<file path="src/rtl/regfile_mp.sv">
// Multi-port register file with optional write-to-read bypass, hardwired-zero r0
// and a per-register busy scoreboard for the hazard unit.
module regfile_mp #(
  parameter int DATA_W   = 32,
  parameter int ADDR_W   = 5,
  parameter int NUM_RD   = 2,
  parameter int NUM_WR   = 1,
  parameter int ZERO_REG = 1,
  parameter int BYPASS   = 1
) (
  input  logic                       clk,
  input  logic                       rst,
  input  logic [NUM_RD*ADDR_W-1:0]   rd_addr,
  output logic [NUM_RD*DATA_W-1:0]   rd_data,
  output logic [NUM_RD-1:0]          rd_busy,
  input  logic [NUM_WR-1:0]          wr_en,
  input  logic [NUM_WR*ADDR_W-1:0]   wr_addr,
  input  logic [NUM_WR*DATA_W-1:0]   wr_data,
  input  logic                       mark_en,
  input  logic [ADDR_W-1:0]          mark_addr,
  output logic [(2**ADDR_W)-1:0]     busy_vec
);

  localparam int DEPTH = 2**ADDR_W;

  logic [DATA_W-1:0] mem  [DEPTH];
  logic [DATA_W-1:0] wdat [DEPTH];
  logic [DEPTH-1:0]  wen;
  logic [DEPTH-1:0]  mark_hit;
  logic [DEPTH-1:0]  busy;

  // Per-register write decode; ascending port scan lets the highest index win.
  always_comb begin
    wen      = '0;
    mark_hit = '0;
    for (int i = 0; i < DEPTH; i++) begin
      wdat[i] = '0;
      for (int j = 0; j < NUM_WR; j++) begin
        if (wr_en[j] && wr_addr[j*ADDR_W +: ADDR_W] == ADDR_W'(i)) begin
          wen[i]  = 1'b1;
          wdat[i] = wr_data[j*DATA_W +: DATA_W];
        end
      end
      mark_hit[i] = mark_en && (mark_addr == ADDR_W'(i));
      if (ZERO_REG != 0 && i == 0) begin
        wen[i]      = 1'b0;
        mark_hit[i] = 1'b0;
      end
    end
  end

  // Storage and scoreboard; a mark outranks a same-cycle write on the busy bit.
  always_ff @(posedge clk or posedge rst) begin
    if (rst) begin
      for (int i = 0; i < DEPTH; i++) mem[i] <= '0;
      busy <= '0;
    end else begin
      for (int i = 0; i < DEPTH; i++) begin
        if (wen[i]) mem[i] <= wdat[i];
        if (mark_hit[i])  busy[i] <= 1'b1;
        else if (wen[i])  busy[i] <= 1'b0;
      end
    end
  end

  assign busy_vec = rst ? '0 : busy;

  // Combinational read ports; busy is deliberately not bypassed.
  for (genvar k = 0; k < NUM_RD; k++) begin : g_rd
    logic [ADDR_W-1:0] a;
    logic [DATA_W-1:0] d;

    assign a = rd_addr[k*ADDR_W +: ADDR_W];

    always_comb begin
      d = mem[a];
      if (BYPASS != 0 && wen[a]) d = wdat[a];
      if ((ZERO_REG != 0 && a == '0) || rst) d = '0;
    end

    assign rd_data[k*DATA_W +: DATA_W] = d;
    assign rd_busy[k] = !rst && busy[a];
  end

endmodule

</file>
<file path="config.mk">
export PLATFORM = sky130hd
export DESIGN_NAME = regfile_mp
export DESIGN_NICKNAME = d
export VERILOG_FILES = /design/src/rtl/regfile_mp.sv
export SDC_FILE = /design/constraint.sdc
export NUM_CORES = 2
export LEC_CHECK = 0
export CAP_MARGIN = 5
export CORE_MARGIN = 2
export CORE_UTILIZATION = 23
export CTS_CLUSTER_SIZE = 30
export DETAILED_ROUTE_END_ITERATION = 12
export SLEW_MARGIN = 10
export SYNTH_ARGS = -nofsm -noshare
export SYNTH_HDL_FRONTEND = slang
export SYNTH_SLANG_ARGS = --single-unit
</file>
<file path="constraint.sdc">
create_clock -name clk -period 70.7 [get_ports clk]
set_clock_uncertainty 0.2 [all_clocks]
set_input_delay 17.675 -clock clk [delete_from_list [all_inputs] [get_ports clk]]
set_output_delay 17.675 -clock clk [all_outputs]
set_load 0.03 [all_outputs]
</file>
Yosys cells after proc, flatten, opt, wreduce, memory -nomap -nowiden --
Cells that the tools add are included. W data, S select, Z words.
Word-level totals: register bits after elaboration 1023, input bits 56, output and inout bits 98, logic and storage cells 382
Cells by class: order comparisons 4, eq/ne operators 62, mux-type cells 150, bitwise gates (word level) 2, reduce and logical (&&, ||, !) cells 102
Operators with widths (number):
- $mux W32 | 45
- $bmux W32 S5 | 4
- $eq A5 B5 Y1 const B | 32
- $mux W1 | 97
- $eq A5 B4 Y1 const B | 16
- $logic_and A1 B1 Y1 | 65
- $reduce_bool A2 Y1 | 31
- $eq A5 B3 Y1 const B | 8
- $bmux W1 S5 | 4
- $eq A5 B2 Y1 const B | 4
- $logic_not A5 Y1 | 3
- $ge A6 B6 Y1 const B | 2
- $lt A5 B6 Y1 const B | 2
- $not A5 Y6 | 2
- $eq A5 B1 Y1 const B | 2
- $logic_or A1 B1 Y1 | 2
- $logic_not A1 Y1 | 1

Longest topological paths before layout --
depth in word-level cells 8, gate-level depth with buffers 11, mapped depth without buffers 6

Least setup slack after synthesis --
No wires, ideal clock.
kind input to output, from in rst, to out rd_data[34], arrival time 45.741 ns, data required time 52.825 ns, slack 7.084 ns, stages on the path 4, path buffers 1, cells stage by stage clkbuf_1 inv_1 nand2_1 a211oi_1
Between the ends: cells in the longest elaborated chain, start to end 2
RTL lines:
- from (decl) | line 12 | input logic rst,
- $logic_or A1 B1 Y1 | line 78 | if ((ZERO_REG != 0 && a == '0) || rst) d = '0;
- $mux W32 | line 78
- to (decl) | line 14 | output logic [NUM_RD*DATA_W-1:0] rd_data,
No other way between the ends.

Final worst setup path --
from in rd_addr[1], to out rd_data[1]
Between the ends: cells in the longest elaborated chain, start to end 6, elaborated cells between the ends (all ways) 13, those cells by class mux: 10; bitwise: 1; reduce/logical: 2
RTL lines:
- from (decl) | line 13 | input logic [NUM_RD*ADDR_W-1:0] rd_addr,
- $not A5 Y6 (not written as such) | line 76, 77
- $bmux W32 S5 (on tied branches) | line 76, 77
- $mux W32 (on tied branches) (2 in a row) | line 76, 77
- $mux W32 | line 77 | if (BYPASS != 0 && wen[a]) d = wdat[a];
- $mux W32 (*) | line 78
Every way passes the cells marked *; elsewhere a longest branch is shown, timed or not. The select of a mux whose other input is x is not followed.

==> results by group <==
Pwr
  – Peak supply drop: just over 0.02 mV
  – Switching Fraction: 0.2870
  – Power, Total: between 1.5 and 2 mW
  – Sequential power share: 0.438
  – P_int: 1.280 mW
  – PD cells: 27.45 mW/mm2
  – Clock power frac: 0.341
  – Net switching power: 0.5152 mW
  – P_leak: 26.76 nW
  – Combinational cell fraction of total power: 0.221

Place
  – Final HPWL DP: about 130000 um
  – Pre-CTS setup slack: 29050 ps
  – PortBufs: 152
  – Routability cong.: 0.8572

Min path
  – Worst hold path class: reg2reg
  – Hold Startpoint: mem[834]

Synthesis
  – Post-Synthesis Cells: 4192
  – Commonest cells in the netlist: 1078 x mux2_2, 1023 x dfrtp_1, 384 x mux4_2, 263 x clkbuf_1, 158 x mux2i_1
  – Synth cell types: 76
  – Prevailing post-synth register cell: dfrtp_1
  – Sequential area share after synthesis: 0.4529
  – Post-synth EDFFs: 0
  – Syn avg cell area: 13.48 um2
  – Yosys top cell by area: dfrtp_1
  – Most frequent cell after synthesis: mux2_2
  – Netlist Area Pre-Place: 0.05653 mm2
  – Top cells by area, synth: dfrtp_1 45%, mux2_2 21%, mux4_2 15%
  – Flops & latches, synth: 1023
  – Synth top area share: 0.4529
  – Async SR Flop Fraction: 1.000
  – Mapped Nets: 4248
  – Yosys Warn Count: 0

Setup path
  – Critical Path RT: 52830 ps
  – Buf+Inv Stages, Crit Path: 7
  – R2R Path End: mem[782]
  – Crit-path max cell delay: about 920 ps
  – CP Max Fanout: 66
  – Worst R2R Setup Slack: between 60000 and 70000 ps
  – CP endpoint: rd_data[1]
  – Critical path startpoint category: primary input
  – Crit path DAT: about 24000 ps
  – Reg2reg path depth: 1
  – CP endpoint kind: output port
  – CP dominant cell by count: buf_4
  – Family with the most delay on the worst path: buffers and inverters
  – Reg-to-Reg Start: mem[782]
  – CP Cell Sequence: buf_8, buf_4, buf_4, buf_4, buf_4, buf_4, mux4_2, o22ai_1, a211oi_1, o21ai_0, o21ai_0, clkdlybuf4s50_1
  – Slowest cell on the critical path: buf_4
  – Crit path depth: 12
  – Crit. Startpoint: rd_addr[1]
  – Path type of the worst setup path: in2out

Layout
  – Fin util: 0.2681
  – Fraction of layout cells with a size suffix above 1: 0.4421
  – Syn-to-layout area delta: 15.69%
  – NumNets Final: 4206

Global route
  – First-pass GRT wire length: between 300000 and 400000 um
  – Antenna violations before repair: 9
  – GRT Residual Overflow: 0
  – Vias in the first global route: 40850
  – Largest net degree at the start of global routing: 177
  – GRT Overall Usage: 0.1714

Timing
  – Final hold viol count: 0
  – Pins Over Slew Limit: 0
  – RSZ-0062 raised after global routing: no
  – Tmin final: 41850 ps
  – Hold slack: about 310 ps
  – Slew headroom: 0.1682
  – Worst-Margin Slew: 1245 ps
  – Final setup viols: 0
  – Setup_tns: 0 ps
  – Period utilization: 0.5919
  – F_max: 0.02390 GHz
  – PnR worst setup slack: 28850 ps

Clock network
  – CTS root buf: clkbuf_16
  – Clock H-tree levels: 3
  – CTS tree: built
  – Clk Latency, worst-skew pair: about 710 ps
  – Hold_buf cts: 0
  – TritonCTS buffer count: roughly 110
  – Post-CTS Resized: 0
  – Clock Tree Buf Depth: 3
  – Setup Buffers After CTS: 0
  – CTS clk-pin slew, worst paths: 60 ps
  – Sink Count: between 1000 and 1500

Die
  – # IOs: 154
  – DIE HEIGHT: 499.8 um
  – Starting density of the core: 0.2318
  – Die area: 0.2498 mm2
  – Core ar.: 0.2439 mm2
  – Row cnt: between 150 and 200
  – DIE WIDTH: 499.8 um

Drt
  – First drt pass iteration count: 6
  – Remaining DRCs: 0
  – Vias per cell: about 5.5
  – Post-route ant nets: 0
  – Final wirelength: 219500 um
  – DR vias: 40770
  – WL/cell: 29.48 um
  – First-iteration detailed-routing DRC count: between 4000 and 5000

Job
  – Max_cap viols: 0

Status
  – Outcome: complete, no violations
cell families (layout without fill, tap and decap cells):
group / after synthesis / count (layout) / synth area share
and+or+nand+nor: 471 / 471 / 0.04015
buffers and inverters: 474 / 521 / 0.03550
other: 1 / 4 / 0.00006634
muxes: 1620 / 1620 / 0.3957
DFF: 1023 / 1023 / 0.4529
xor gates and xnor gates: 15 / 15 / 0.002324
AOI/OAI and AO/OA: 588 / 588 / 0.07337
how the worst min path moves through the flow:
stage                          end  slack, ps  cells after the start
after floorplan           mem[418]        260                      2
after global placement    mem[418]        290                      2
after detailed placement  mem[834]        300                      2
after CTS                 mem[834]        310                      2
after global routing      mem[549]        330                      1
final                     mem[834]        310                      2
state kept, by name, summed over array words and instances, names as in the netlist:
register and flops:
mem 992, busy 31
per-stage QoR:
stage / cells / cell area (um2)
finish: 7444 / 65400
global route: 7443 / 65390
CTS: 7441 / 65390
detailed placement: 7242 / 61610
global placement: 7242 / 61610
floorplan: 4192 / 56530
cell usage in the layout, fill, tap and decap left out, types with 34 or more instances in the layout:
cell             netlist  final
mux2_2              1078   1078
dfrtp_1             1023   1023
mux4_2               384    384
mux2i_1              158    158
buf_4                 13    149
clkdlybuf4s50_1        0    141
nand2_1              148    136
o22ai_1              118    118
clkbuf_16              0    112
nor2_1               102     84
o21ai_0               79     79
a21oi_1               78     76
a221oi_1              63     63
a22oi_1               60     60
nor3_1                57     54
nand3_1               52     44
nor2b_1               36     34
routing by layer:
metal  global-route usage  part of all wire
met1               0.2154              0.38
met2               0.2750              0.46
met3              0.03512             0.091
met4              0.09479             0.063
met5                    0           0.00018
final cells by class:
type                       count  area (um2)
fill                       24800      178500
multi-input combinational   2695       29230
sequential                  1023       25600
tap                         3202        4006
clock buffer                 155        3194
timing repair buffer         302        2681
clock inverter                44       593.1
inverter                      20       82.58
antenna                        3       7.507
power by group through the flow:
| stage | Sequential [mW] | Combinational (mW) | Clock [mW] |
|---|---|---|---|
| after floorplan | 0.767 | 0.298 | 0 |
| after global placement | 0.785 | 0.388 | 0 |
| after detailed placement | 0.794 | 0.395 | 0 |
| after CTS | 0.784 | 0.396 | 0.620 |
| after global routing | 0.801 | 0.421 | 0.643 |
| final | 0.786 | 0.397 | 0.612 |
Power figures use the tool's default switching activity.
